[src/rtl/logic_eval_pkg.sv]
// Shared types and constants for the logic_eval_sched round-robin evaluator.
package logic_eval_pkg;

  typedef enum logic [1:0] {
    StIdle = 2'd0,
    StEval = 2'd1,
    StResp = 2'd2
  } state_e;

  localparam int unsigned STAT_W = 16;
  localparam logic [STAT_W-1:0] STAT_MAX = 16'hFFFF;

endpackage

[src/rtl/rr_pick.sv]
// Round-robin picker: first set request bit searching upward from ptr+1, wrapping at NREQ.
module rr_pick #(
  parameter int unsigned NREQ = 4,
  localparam int unsigned IDW = $clog2(NREQ)
) (
  input  logic [NREQ-1:0] req_valid,
  input  logic [IDW-1:0]  ptr,
  output logic [NREQ-1:0] grant,
  output logic [IDW-1:0]  grant_id,
  output logic            grant_any
);

  always_comb begin
    int unsigned idx;
    idx       = 0;
    grant     = '0;
    grant_id  = '0;
    grant_any = 1'b0;
    for (int unsigned k = 1; k <= NREQ; k++) begin
      idx = (32'(ptr) + k) % NREQ;
      if (!grant_any && req_valid[idx]) begin
        grant[idx] = 1'b1;
        grant_id   = IDW'(idx);
        grant_any  = 1'b1;
      end
    end
  end

endmodule

[src/rtl/logic_eval_sched.sv]
// Shares one e = (~a & ~b) | ~c evaluator between NREQ requesters with round-robin grants.
// Define LOGIC_EVAL_STATS_EN to build the saturating completed-transaction counter.
module logic_eval_sched
  import logic_eval_pkg::*;
#(
  parameter int unsigned NREQ = 4,
  localparam int unsigned IDW = $clog2(NREQ)
) (
  input  logic              clk,
  input  logic              rst,
  input  logic [NREQ-1:0]   req_valid,
  output logic [NREQ-1:0]   req_ready,
  input  logic [3*NREQ-1:0] req_abc,
  output logic              rsp_valid,
  input  logic              rsp_ready,
  output logic [IDW-1:0]    rsp_id,
  output logic              rsp_e,
  output logic              busy,
  output logic [STAT_W-1:0] stat_count
);

  state_e           state_q, state_d;
  logic [IDW-1:0]   ptr_q, ptr_d;
  logic [2:0]       abc_q, abc_d;
  logic [IDW-1:0]   id_q, id_d;
  logic             rsp_valid_q, rsp_valid_d;
  logic [IDW-1:0]   rsp_id_q, rsp_id_d;
  logic             rsp_e_q, rsp_e_d;

  logic [NREQ-1:0]  grant;
  logic [IDW-1:0]   grant_id;
  logic             grant_any;

  rr_pick #(
    .NREQ (NREQ)
  ) u_rr_pick (
    .req_valid (req_valid),
    .ptr       (ptr_q),
    .grant     (grant),
    .grant_id  (grant_id),
    .grant_any (grant_any)
  );

  always_comb begin
    state_d     = state_q;
    ptr_d       = ptr_q;
    abc_d       = abc_q;
    id_d        = id_q;
    rsp_valid_d = rsp_valid_q;
    rsp_id_d    = rsp_id_q;
    rsp_e_d     = rsp_e_q;
    req_ready   = '0;
    unique case (state_q)
      StIdle: begin
        // The picked bit is always a valid requester, so a grant is a handshake.
        if (!rst && grant_any) begin
          req_ready = grant;
          abc_d     = req_abc[3*grant_id +: 3];
          id_d      = grant_id;
          state_d   = StEval;
        end
      end
      StEval: begin
        rsp_e_d     = (~abc_q[2] & ~abc_q[1]) | ~abc_q[0];
        rsp_id_d    = id_q;
        rsp_valid_d = 1'b1;
        state_d     = StResp;
      end
      StResp: begin
        if (rsp_ready) begin
          rsp_valid_d = 1'b0;
          ptr_d       = id_q;
          state_d     = StIdle;
        end
      end
      default: state_d = StIdle;
    endcase
  end

  always_ff @(posedge clk) begin
    if (rst) begin
      state_q     <= StIdle;
      ptr_q       <= IDW'(NREQ - 1);
      abc_q       <= '0;
      id_q        <= '0;
      rsp_valid_q <= 1'b0;
      rsp_id_q    <= '0;
      rsp_e_q     <= 1'b0;
    end else begin
      state_q     <= state_d;
      ptr_q       <= ptr_d;
      abc_q       <= abc_d;
      id_q        <= id_d;
      rsp_valid_q <= rsp_valid_d;
      rsp_id_q    <= rsp_id_d;
      rsp_e_q     <= rsp_e_d;
    end
  end

  assign rsp_valid = rsp_valid_q;
  assign rsp_id    = rsp_id_q;
  assign rsp_e     = rsp_e_q;
  assign busy      = (state_q != StIdle);

`ifdef LOGIC_EVAL_STATS_EN
  logic              rsp_fire;
  logic [STAT_W-1:0] stat_q, stat_d;

  assign rsp_fire = (state_q == StResp) && rsp_ready;

  always_comb begin
    stat_d = stat_q;
    if (rsp_fire && (stat_q != STAT_MAX)) begin
      stat_d = stat_q + 1'b1;
    end
  end

  always_ff @(posedge clk) begin
    if (rst) begin
      stat_q <= '0;
    end else begin
      stat_q <= stat_d;
    end
  end

  assign stat_count = stat_q;
`else
  assign stat_count = '0;
`endif

endmodule

[config.mk]
export PLATFORM = sky130hd
export DESIGN_NAME = logic_eval_sched
export DESIGN_NICKNAME = d
export VERILOG_FILES = /design/src/rtl/logic_eval_pkg.sv /design/src/rtl/rr_pick.sv /design/src/rtl/logic_eval_sched.sv
export SDC_FILE = /design/constraint.sdc
export NUM_CORES = 1
export LEC_CHECK = 0
export CORE_ASPECT_RATIO = 0.9
export CORE_MARGIN = 2
export CORE_UTILIZATION = 46
export DETAILED_ROUTE_END_ITERATION = 10
export MAX_ROUTING_LAYER = met4
export PLACE_DENSITY_LB_ADDON = 0.12
export REMOVE_ABC_BUFFERS = 1
export SYNTH_ARGS = -nofsm -noshare
export SYNTH_HDL_FRONTEND = slang
export SYNTH_SLANG_ARGS = --single-unit
[constraint.sdc]
create_clock -name clk -period 3.59 [get_ports clk]
set_clock_uncertainty 0.1 [all_clocks]
set_input_delay 0.718 -clock clk [delete_from_list [all_inputs] [get_ports clk]]
set_output_delay 0.718 -clock clk [all_outputs]
set_load 0.02 [all_outputs]
# After elaboration in Yosys (flattened, before gate mapping)
# Cells that the tools add are included.
# Widths: inputs -> output; s select.
# op_classes
add_sub_neg	4
mul	1
order_cmp	8
eq_ne	4
shift	1
n_mux	35
bitwise_logic	8
n_reduce_logical	19
# ops
operator	count
$mux 4	6
$mux 1	13
$lt 2x3->1 const B	4
$mux 2	6
$or 4x4->4	3
$shiftx 12x5->3	1
$bmux 1 s2	4
$demux 1 s2	4
$ge 2x1->1 const B	4
$logic_and 1x1->1	8
$reduce_and 2->1	4
$pmux 2 s3	1
$add 2x1->2 const B	2
$add 2x2->2 const B	2
$logic_not 1->1	4
$mul 2x2->4 const A	1
$ne 2x2->1 const B	2
$reduce_bool 2->1	2
$not 1->1	3
$eq 2x1->1 const B	1
$eq 2x2->1 const B	1
$logic_not 2->1	1
$pmux 1 s2	1
$and 1x1->1	1
$or 1x1->1	1
# word_totals
regBits	13
wordCells	87

# Longest topological paths before layout
# logic_depth
word_depth	16
depth_mapped	10
depth_no_buf	8

# Modules after synthesis
# A second synthesis with hierarchy kept.
# hier_totals
hier_cells	156
area_unflattened_um2	1342.5
# modules_own_cells
mod	instances	cells_each	area_per_inst_um2
logic_eval_sched	1	70	713.2
rr_pick	1	86	629.4

# Least setup slack after synthesis
# OpenSTA, ideal clock, no wires.
# synth_path
path_type	register -> output
startpoint	register ptr_q[1]
endpoint	output port req_ready[0]
arrival_ns	2.580
required_ns	2.772
setup_slack_ns	0.192
path_stages_with_launch	9
path_cell_list	dfxtp_1 > clkbuf_1 > inv_2 > ha_1 > clkbuf_1 > mux2_1 > mux2i_1 > o21ai_0 > a21oi_1
# synth_between
elab_chain_cells	16
word_cells_on_any_way	52
# synth_lines
element	line	source
start: declaration	logic_eval_sched.sv:23	logic [IDW-1:0] ptr_q, ptr_d;
start signal: assignment	logic_eval_sched.sv:83	ptr_q <= IDW'(NREQ - 1);
start signal: assignment	logic_eval_sched.sv:91	ptr_q <= ptr_d;
parallel branches: the longest is 14 deep, another holds $lt 2x3->1	n/a	
$mux 4 (*)	logic_eval_sched.sv:56	if (!rst && grant_any) begin
$mux 4 (*)	logic_eval_sched.sv:53	unique case (state_q)
end: declaration	logic_eval_sched.sv:12	output logic [NREQ-1:0] req_ready,
# Every way passes the cells marked *. The select of a mux whose other input is x is not followed.

# Final worst setup path
# layout_path
startpoint	input port req_valid[0]
endpoint	output port req_ready[1]
# layout_between
elab_chain_cells	15
word_cells_on_any_way	28
# layout_lines
element	line	source
start: declaration	logic_eval_sched.sv:11	input logic [NREQ-1:0] req_valid,
$bmux 1 s2	rr_pick.sv:21	if (!grant_any && req_valid[idx]) begin
$mux 1 (implied by the code)	rr_pick.sv:21	
$mux 1	rr_pick.sv:21	
$logic_not 1->1	rr_pick.sv:21	
$logic_and 1x1->1	rr_pick.sv:21	
$mux 1	rr_pick.sv:21	
$logic_not 1->1	rr_pick.sv:21	
$logic_and 1x1->1	rr_pick.sv:21	
$mux 1	rr_pick.sv:21	
$logic_not 1->1	rr_pick.sv:21	
$logic_and 1x1->1	rr_pick.sv:21	
$mux 1	rr_pick.sv:21	
$logic_and 1x1->1	logic_eval_sched.sv:56	
$mux 4 (*)	logic_eval_sched.sv:56	
$mux 4 (*)	logic_eval_sched.sv:53	
# Every way passes the cells marked *; elsewhere a longest branch is shown, timed or not. The select of a mux whose other input is x is not followed.

==> results.txt <==
Status: complete, no violations
Power density cells: 286 nW/um^2
I/O Buffers: 27
Pin count of the biggest net entering global routing: 22
Routed length per instance: 13.8 um
Reg-to-reg endpoint: abc_q[0]
Critical-path cell list: clkdlybuf4s50_1, mux4_2, nor2b_1, buf_4, a221o_1, o21ai_0, a21oi_1, clkdlybuf4s15_1
Clk_lat worst skew: 280 ps
Final HPWL from detailed placement: 2780 um
Layout cells sized above 1: 17.2%
Worst hold slack: 386 ps
Die ar.: 3440 um^2
Mean Syn Cell Area: 7.94 um^2
Initial DRC count: 52
Final Wtd Congestion: 0.840
CTS root buf: clkbuf_4
Hold-fix buffers, CTS: 0
Critical path's top delay family: buffers and inverters
IO Count: 44
Avg Vias per Cell: 5.62
Final Hold Violating Endpoints: 0
FF+latch count, synth: 13
Achievable Freq: 0.283 GHz
Clock transition at path regs: 70 ps
Worst Path Buf+Inv: 3
Endpoint, Worst Hold: abc_q[1]
Total gr overflow: 0
Chip height: 55.8 um
R2R setup slack: 800 ps
Most frequent cells in the layout: buf_4 (22), clkdlybuf4s50_1 (21), nor2_1 (17)
Drt total wl: 3510 um
Mapped Cells: 173
Die Width: 61.6 um
Vias in the first global route: 1355
Initial antenna violation count: 0
Clock buffer depth: 2
Starting Density: 49.2%
DRC: 0
Setup Fix Bufs, Post-CTS: 0
Area delta synth->final: 28.7%
P_leak: 0.756 nW
Post-Place Cells: 251
Slew Viols, Final: 0
Htree depth: 1
Final net count: 243
Final worst path period need: 3530 ps
Row count: 18
Worst-path maximum fanout: 5
Hold path depth: 1
RR Startpoint: ptr_q[0]
Setup TNS: 0 ps
Ant diodes: 0
CP endpoint kind: output pin
Setup CP Type: in2out
Hold Path Origin: abc_q[1]
Post-route antenna net violation count: 0
Synth cell types: 47
Final setup viols: 0
Critical Path Start: req_valid[0]
Core Region: 2790 um^2
Sequential element share of the synthesized area: 18.9%
CTS buffer count: 3
First-pass GRT wire length: 5890 um
Crit path DAT: 2710 ps
Commonest non-fill, non-tap cell in the layout: buf_4
Slew headroom: 65.5%
Sink Count: 13
Worst Hold Class: reg2reg
CP required: 2770 ps
R2R depth: 9
Syn Std Cell Area: 1370 um^2
Via count: 1434
Part of the cycle the worst path needs: 98.3%
First-pass DRT Iterations: 5
Post-Layout Cell Count: 255
Gr usage total: 22.5%
Peak VDD IR: 0.000176 V
CP Launch Type: input port
CTS tree: yes
Design Power: 506 uW
Maximum Capacitance Violations: 0
RSZ-0062 raised after global routing: no
Largest stage delay, worst path: 510 ps
Yosys Warn Count: 0
Slowest cell on the critical path: mux4_2
Slew @ Worst Pin: 511 ps
area by class of cell:
type / instances / area (um^2)
inverter: 5 / 18.8
tap: 40 / 50.0
multi-input combinational: 144 / 991
sequential: 13 / 260
clock buffer: 4 / 26.3
fill: 268 / 1020
timing repair buffer: 49 / 422
how the worst max path moves through the flow:
stage,to,cells past startpoint
finish,req_ready[1],8
global route,req_ready[1],8
CTS,req_ready[2],8
detailed placement,req_ready[2],7
global placement,req_ready[0],8
floorplan,req_ready[0],7
cells in the mapped netlist, drive strengths merged:
library cell / number / share of area, %
a2111o: 1 / 0.82
a2111oi: 3 / 1.9
a211o: 2 / 1.3
a21o: 1 / 0.55
a21oi: 6 / 2.2
a221o: 4 / 2.9
a221oi: 1 / 0.64
a311o: 1 / 0.73
a31oi: 1 / 0.46
a32o: 3 / 2.2
a41oi: 1 / 0.64
and3: 1 / 0.46
buf: 18 / 9.9
clkbuf: 8 / 2.2
conb: 1 / 0.27
dfxtp: 13 / 19
ha: 8 / 7.3
inv: 5 / 1.4
mux2: 3 / 2.5
mux2i: 7 / 5.1
mux4: 3 / 4.9
nand2: 11 / 3.0
nand2b: 6 / 2.7
nand3: 9 / 3.3
nand3b: 2 / 1.1
nor2: 17 / 4.6
nor2b: 3 / 1.4
nor3b: 1 / 0.55
nor4: 1 / 0.46
o211a: 1 / 0.73
o211ai: 2 / 1.1
o21a: 3 / 1.6
o21ai: 15 / 5.5
o221ai: 3 / 1.9
o31ai: 1 / 0.55
o41a: 1 / 0.82
o41ai: 1 / 0.64
or2: 2 / 0.91
or3b: 1 / 0.64
or4: 1 / 0.55
or4b: 1 / 0.73
stage by stage:
step           area (um^2)  util (%)  worst slack [ps]
2_1_floorplan         1260         -              70.6
5_1_grt               1770      63.3              14.2
6_report              1770      63.3              62.6
3_3_place_gp          1750      62.6              -170
3_5_place_dp          1750      62.6              -248
4_1_cts               1770      63.4              4.12
sequential cells by signal, indices dropped and copies added, names as in the netlist:
name / count
abc_q: 3
id_q: 2
ptr_q: 2
rsp_id: 2
state_q: 2
rsp_e: 1
rsp_valid: 1
metal layers:
layer	wire [um]	GRT usage, %	vias to the layer above	share of wire (%)
li1	-	-	696	-
met1	1570	28.1	683	45
met2	1730	37.4	52	49
met3	181	4.88	3	5.2
met4	21	3.04	0	0.60
met5	0	-	-	0
cell families (layout without fill, tap and decap cells):
kind of cell / after synthesis / count (layout) / share of synthesized area (%)
compound gates: 51 / 51 / 27.1
mux: 13 / 13 / 12.5
fa+ha+maj: 8 / 8 / 7.29
other cells: 1 / 16 / 0.273
flops: 13 / 13 / 18.9
simple gates: 56 / 56 / 20.4
buf+inv: 31 / 58 / 13.5
power breakdown:
part | leakage, nW | total, mW | switching, mW | internal (mW)
Clock | 0.0150 | 0.0882 | 0.0450 | 0.0432
Sequential | 0.107 | 0.170 | 0.00976 | 0.160
Combinational | 0.634 | 0.247 | 0.133 | 0.115
Total | 0.756 | 0.506 | 0.187 | 0.318
repair_timing:
| action | in CTS | in global routing |
|---|---|---|
| resized for setup | 5 | 9 |
| setup endpoints to repair | 4 | 4 |
| cloned | 0 | 0 |
Power figures use the tool's default switching activity.
